`config.mk`:
```
export PLATFORM = sky130hd
export DESIGN_NAME = mnist_image_reader
export DESIGN_NICKNAME = d
export VERILOG_FILES = /design/src/rtl/mnist_image_reader.sv
export SDC_FILE = /design/constraint.sdc
export NUM_CORES = 1
export LEC_CHECK = 0
export BUFFER_PORTS_ARGS = -buffer_cell sky130_fd_sc_hd__buf_4
export CAP_MARGIN = 5
export CORE_UTILIZATION = 55
export CTS_BUF_LIST = sky130_fd_sc_hd__clkbuf_4
export DETAILED_ROUTE_END_ITERATION = 10
export HOLD_SLACK_MARGIN = 0.05
export PLACE_DENSITY = 0.86
export SETUP_SLACK_MARGIN = 0.5
export SYNTH_ARGS = -nofsm -noshare
export SYNTH_HDL_FRONTEND = slang
export SYNTH_SLANG_ARGS = --single-unit
```
`constraint.sdc`:
```
create_clock -name CLOCK_50 -period 3.2 [get_ports CLOCK_50]
set_input_delay 0.32 -clock CLOCK_50 [delete_from_list [all_inputs] [get_ports CLOCK_50]]
set_output_delay 0.32 -clock CLOCK_50 [all_outputs]
set_load 0.01 [all_outputs]
```
`src/rtl/mnist_image_reader.sv`:
```
`default_nettype none
// ============================================================================
// Module   : mnist_image_reader
// Purpose  : Streams the 28x28 drawn image out of image_memory in row-major
//            order (address 0..N-1). Each stored word becomes a Q8.8
//            activation (ONE_VALUE if nonzero, else 0). Pixels leave through
//            a valid/ready handshake behind a small skid FIFO. The module
//            also reports how many pixels were set in the last frame.
// Ports    : CLOCK_50   - system clock, rising edge
//            resetn     - asynchronous active-low reset
//            start      - one-cycle pulse, accepted only in IDLE
//            busy       - frame in progress
//            done       - one-cycle pulse after the last pixel handshake
//            read_addr  - image_memory read address
//            mem_data   - image_memory read data (READ_LATENCY cycles late)
//            pix_data   - activation for the presented pixel
//            pix_valid  - pix_data/pix_index/pix_last valid
//            pix_ready  - downstream accepts the beat
//            pix_last   - presented pixel is index N-1
//            pix_index  - address of the presented pixel
//            ones_count - set pixels in the last completed frame
// Revision : 1.0 - initial release
// ============================================================================
module mnist_image_reader #(
  parameter int                 GRID_SIZE    = 28,
  parameter int                 READ_LATENCY = 1,
  parameter logic signed [31:0] ONE_VALUE    = 32'sd256,
  parameter int                 FIFO_DEPTH   = 4
) (
  input  logic               CLOCK_50,
  input  logic               resetn,
  input  logic               start,
  output logic               busy,
  output logic               done,
  output logic [15:0]        read_addr,
  input  logic signed [31:0] mem_data,
  output logic signed [31:0] pix_data,
  output logic               pix_valid,
  input  logic               pix_ready,
  output logic               pix_last,
  output logic [9:0]         pix_index,
  output logic [9:0]         ones_count
);

  localparam int                   c_N       = GRID_SIZE * GRID_SIZE;
  localparam int                   c_PTR_W   = (FIFO_DEPTH > 1) ? $clog2(FIFO_DEPTH) : 1;
  localparam int                   c_CNT_W   = $clog2(FIFO_DEPTH + 1);
  localparam logic [9:0]           c_LAST    = 10'(c_N - 1);
  localparam logic [c_CNT_W:0]     c_DEPTH   = (c_CNT_W + 1)'(FIFO_DEPTH);
  localparam logic [c_PTR_W-1:0]   c_PTR_MAX = c_PTR_W'(FIFO_DEPTH - 1);

  typedef enum logic [1:0] {
    S_IDLE  = 2'd0,
    S_FETCH = 2'd1,
    S_DRAIN = 2'd2,
    S_DONE  = 2'd3
  } state_t;

  state_t                    r_state;
  logic [9:0]                r_issue_addr;
  logic [9:0]                r_ret_addr;    // address of the next returning word (reads return in order)
  logic [READ_LATENCY-1:0]   r_vld;         // one bit per outstanding read stage
  logic [c_CNT_W-1:0]        r_inflight;
  logic [c_PTR_W-1:0]        r_wr_ptr;
  logic [c_PTR_W-1:0]        r_rd_ptr;
  logic [c_CNT_W-1:0]        r_fifo_count;
  logic [9:0]                r_run_count;
  logic                      r_fifo_set [FIFO_DEPTH];
  logic [9:0]                r_fifo_idx [FIFO_DEPTH];

  logic               w_issue;
  logic               w_ret;
  logic               w_pop;
  logic               w_head_set;
  logic [9:0]         w_head_idx;
  logic [c_CNT_W:0]   w_occ;
  logic [9:0]         w_run_next;
  logic               w_drained;

  function automatic logic [c_PTR_W-1:0] next_ptr(input logic [c_PTR_W-1:0] p);
    return (p == c_PTR_MAX) ? '0 : p + c_PTR_W'(1);
  endfunction

  // Reserving a FIFO slot for every outstanding read means a return always
  // finds space, so returns never need back-pressure.
  assign w_occ      = {1'b0, r_fifo_count} + {1'b0, r_inflight};
  assign w_issue    = (r_state == S_FETCH) && (w_occ < c_DEPTH);
  assign w_ret      = r_vld[READ_LATENCY-1];
  assign w_head_set = r_fifo_set[r_rd_ptr];
  assign w_head_idx = r_fifo_idx[r_rd_ptr];
  assign pix_valid  = (r_fifo_count != '0);
  assign w_pop      = pix_valid && pix_ready;
  assign w_run_next = (w_pop && w_head_set) ? r_run_count + 10'd1 : r_run_count;
  // FIFO is empty now or empties on this edge; with nothing in flight no push can refill it.
  assign w_drained  = (r_fifo_count == '0) ||
                      ((r_fifo_count == c_CNT_W'(1)) && w_pop);

  // Outputs are forced to zero while nothing is presented so stale FIFO
  // contents never show on the bus.
  assign pix_data  = (pix_valid && w_head_set) ? ONE_VALUE : '0;
  assign pix_index = pix_valid ? w_head_idx : '0;
  assign pix_last  = pix_valid && (w_head_idx == c_LAST);

  always_ff @(posedge CLOCK_50 or negedge resetn) begin
    if (!resetn) begin
      r_state      <= S_IDLE;
      busy         <= 1'b0;
      done         <= 1'b0;
      read_addr    <= '0;
      ones_count   <= '0;
      r_issue_addr <= '0;
      r_ret_addr   <= '0;
      r_vld        <= '0;
      r_inflight   <= '0;
      r_wr_ptr     <= '0;
      r_rd_ptr     <= '0;
      r_fifo_count <= '0;
      r_run_count  <= '0;
    end else begin
      done        <= 1'b0;
      r_vld       <= READ_LATENCY'({r_vld, w_issue});
      r_run_count <= w_run_next;

      case ({w_issue, w_ret})
        2'b10:   r_inflight <= r_inflight + c_CNT_W'(1);
        2'b01:   r_inflight <= r_inflight - c_CNT_W'(1);
        default: r_inflight <= r_inflight;
      endcase

      if (w_ret) begin
        r_wr_ptr   <= next_ptr(r_wr_ptr);
        r_ret_addr <= r_ret_addr + 10'd1;
      end
      if (w_pop) begin
        r_rd_ptr <= next_ptr(r_rd_ptr);
      end
      case ({w_ret, w_pop})
        2'b10:   r_fifo_count <= r_fifo_count + c_CNT_W'(1);
        2'b01:   r_fifo_count <= r_fifo_count - c_CNT_W'(1);
        default: r_fifo_count <= r_fifo_count;
      endcase

      case (r_state)
        S_IDLE: begin
          read_addr <= '0;
          if (start) begin
            r_issue_addr <= '0;
            r_ret_addr   <= '0;
            r_run_count  <= '0;
            r_wr_ptr     <= '0;
            r_rd_ptr     <= '0;
            r_fifo_count <= '0;
            busy         <= 1'b1;
            r_state      <= S_FETCH;
          end
        end
        S_FETCH: begin
          if (w_issue) begin
            read_addr    <= 16'(r_issue_addr);
            r_issue_addr <= r_issue_addr + 10'd1;
            if (r_issue_addr == c_LAST) begin
              r_state <= S_DRAIN;
            end
          end
        end
        S_DRAIN: begin
          if ((r_inflight == '0) && w_drained) begin
            done       <= 1'b1;
            busy       <= 1'b0;
            ones_count <= w_run_next;
            r_state    <= S_DONE;
          end
        end
        default: begin
          r_state <= S_IDLE;
        end
      endcase
    end
  end

  // Payload storage needs no reset: pix_valid masks every unwritten slot.
  always_ff @(posedge CLOCK_50) begin
    if (w_ret) begin
      r_fifo_set[r_wr_ptr] <= (mem_data != '0);
      r_fifo_idx[r_wr_ptr] <= r_ret_addr;
    end
  end

endmodule
`default_nettype wire

```
==> metrics.yaml <==
cts:
  clock_latency_ns: 0.45
  cts_tree: "yes"
  clock-root-buffer: "clkbuf_4"
  cts.path.max_buffers: 2
  cts_made_buffers: 9
  cts.sinks: 109
  htreeDepth: 3
  clkTransAtPathRegs_ns: 0.18
floorplanning:
  die_w_um: 101
  die_h_um: 101
  pin_count: 108
  start_util: 0.572
  dieArea_sq_um: 10100
  fp-row-count: 35
  core_sq_um: 9330
place:
  gp_congestion: 0.782
  dp_slack_ns: 0.878
  portBuffers: 70
  dp_hpwl_um: 7060
finish:
  fin_nets: 585
  area_growth_pct: 13.2
  diodes: 0
  drive_gt1_frac: 0.218
  fillers: 717
timing:
  fin_ws_ns: 0.707
  rsz0062_at_grt: "false"
  slew_violations: 0
  setup_viol: 0
  relSlewSlack: 0.464
  max_freq_ghz: 0.401
  tightestPinTransition_ns: 0.804
  finalClockSkew_ns: 0.0224
  fin_crit_ns: 2.49
  hold_viol_final: 0
  fin_crit_sh: 0.779
  finalSetupTns_ns: 0
critical_path:
  cp.required_ns: 2.88
  r2r_slack_ns: 0.86
  startpoint_type: "flop"
  arrival_ns: 2.17
  path_max_fanout: 11
  path_class: "flop to output pin"
  end_kind: "output pin"
yosys:
  syn_area_sq_um: 5340
  yosys-top-cells-count: "65 x dfrtp_1, 44 x edfxtp_1, 41 x nand2_1"
  dominantRegCellSynth: "dfrtp_1"
  synth_most_common_cell: "dfrtp_1"
  syn_inst: 452
  synth_edf_count: 44
  ys_ff_latch: 109
  synth_top_area_share: 0.305
  synth_area_leaders: "dfrtp_1 30%, edfxtp_1 25%, buf_4 5.5%"
  netlist.top_cell.by_area: "dfrtp_1"
  seq_area_frac_synth: 0.552
  ys_types: 45
  synthesis.area_per_instance_sq_um: 11.8
  synthArstFlopShare: 0.596
  yosysWarningCount: 0
status:
  status: "complete, no violations"
route:
  routedWlPerCell_um: 14.9
  drc: 0
  ant_nets: 0
  drt_iter0_drc: 129
  first_pass_iters: 6
  vias: 3486
  vias_per_cell: 5.27
  drt-total-wl_um: 9860
run:
  maxCapViolCount: 0
global_route:
  grt_remaining_overflow: 0
  track_usage: 0.213
  grt_max_degree: 66
  first_global_vias: 3502
  grt_pass1_wl_um: 16600
  antenna_found_initial: 0
power:
  leakage_nw: 2.72
  p_per_area_nw_per_um2: 806
  vdd_ir_drop_max_mv: 0.320
worst_hold_path:
  hp-class: "input pin to flop"
path summary, 6_finish.rpt:
kind / cells past startpoint / from / endpoint
worst max-delay path: 8 / r_fifo_count[0] / pix_last
worst min-delay path: 4 / start / busy
worst max register to register: 6 / r_inflight[1] / r_state[1]
worst min register to register: 2 / ones_count[2] / ones_count[2]
max in group asynchronous: 2 / resetn / r_rd_ptr[0]
min in group asynchronous: 2 / resetn / ones_count[3]
stage by stage:
step	instance area, sq um	hold slack, ns	instances	total power, W	util
after floorplan	5470	0.0244	488	0.00355	-
after global placement	5840	0.461	640	0.00404	0.626
after detailed placement	5840	0.464	640	0.00415	0.626
after CTS	6000	0.218	657	0.00486	0.644
after global routing	6040	0.288	661	0.00521	0.648
final	6040	0.244	661	0.00487	0.648
report_power, final:
part,total (W),internal (W),leakage (nW),switching (W)
logic,0.00194,0.000951,1.41,0.000989
clock network,0.000716,0.000251,0.0790,0.000465
registers,0.00221,0.00186,1.23,0.000351
repair_timing:
action | in CTS | in global routing
hold buffers | 1 | 0
pin swaps | 0 | 0
endpoints found under the hold margin | 65 | 0
setup buffers | 0 | 4
gates resized for setup | 2 | 2
endpoints found under the setup margin | 1 | 1
worst max-delay path, cell delays in order, from the launching register on:
cell and delay (ns):
dfrtp_2 0.45, inv_1 0.08, ha_1 0.21, nand2b_1 0.17, buf_4 0.21, and2_1 0.18, nand4_1 0.11, nor4_2 0.16
buf_4 0.16
layout make-up:
cell class / instances / area (sq um) / share of cell area
Inverter: 18 / 67.6 / 0.0112
Sequential cell: 109 / 2950 / 0.489
Timing Repair Buffer: 79 / 596 / 0.0986
Tap cell: 129 / 161 / 0.0267
Clock buffer: 9 / 67.6 / 0.0112
Clock inverter: 7 / 81.3 / 0.0135
Multi-Input combinational cell: 310 / 2120 / 0.350
sequential cells by signal, summed over array words and instances, names as in the netlist:
register      flops
r_state           2
done              1
r_wr_ptr          2
busy              1
r_fifo_set        4
r_rd_ptr          2
r_issue_addr     10
read_addr        10
r_fifo_idx       40
r_run_count      10
ones_count       10
r_vld             1
r_fifo_count      3
r_ret_addr       10
r_inflight        3
kinds of logic after synthesis:
group,count (synthesis),share of synthesized area
DFF,109,0.552
buffers and inverters,69,0.0776
muxes,29,0.0814
other,1,0.000703
and+or+nand+nor,150,0.143
AOI/OAI and AO/OA,45,0.0474
adders and majority gates,22,0.0530
xor gates and xnor gates,27,0.0443
layer usage:
layer | global-route usage | up-vias | routed length, um | part of all wire
li1 | - | 1658 | - | -
met1 | 0.286 | 1709 | 4290 | 0.44
met2 | 0.349 | 104 | 4910 | 0.50
met3 | 0.0374 | 15 | 495 | 0.050
met4 | 0.0858 | 0 | 151 | 0.015
met5 | 0 | - | 0 | 0
cells in the final DEF, fill, tap and decap left out, types with 3 or more instances in the layout:
master,count
or3_1,3
mux2i_1,16
and2_1,17
nand4_1,11
dfrtp_1,62
inv_1,18
xor2_1,22
nor2_1,40
xnor2_1,5
clkbuf_4,9
o21ai_0,29
a21oi_1,7
conb_1,37
ha_1,21
buf_4,78
nand2_1,41
mux4_2,11
dfrtp_2,3
and3_1,9
nor4_1,9
nand3_1,6
edfxtp_1,44
(Power assumes the default switching activity.)
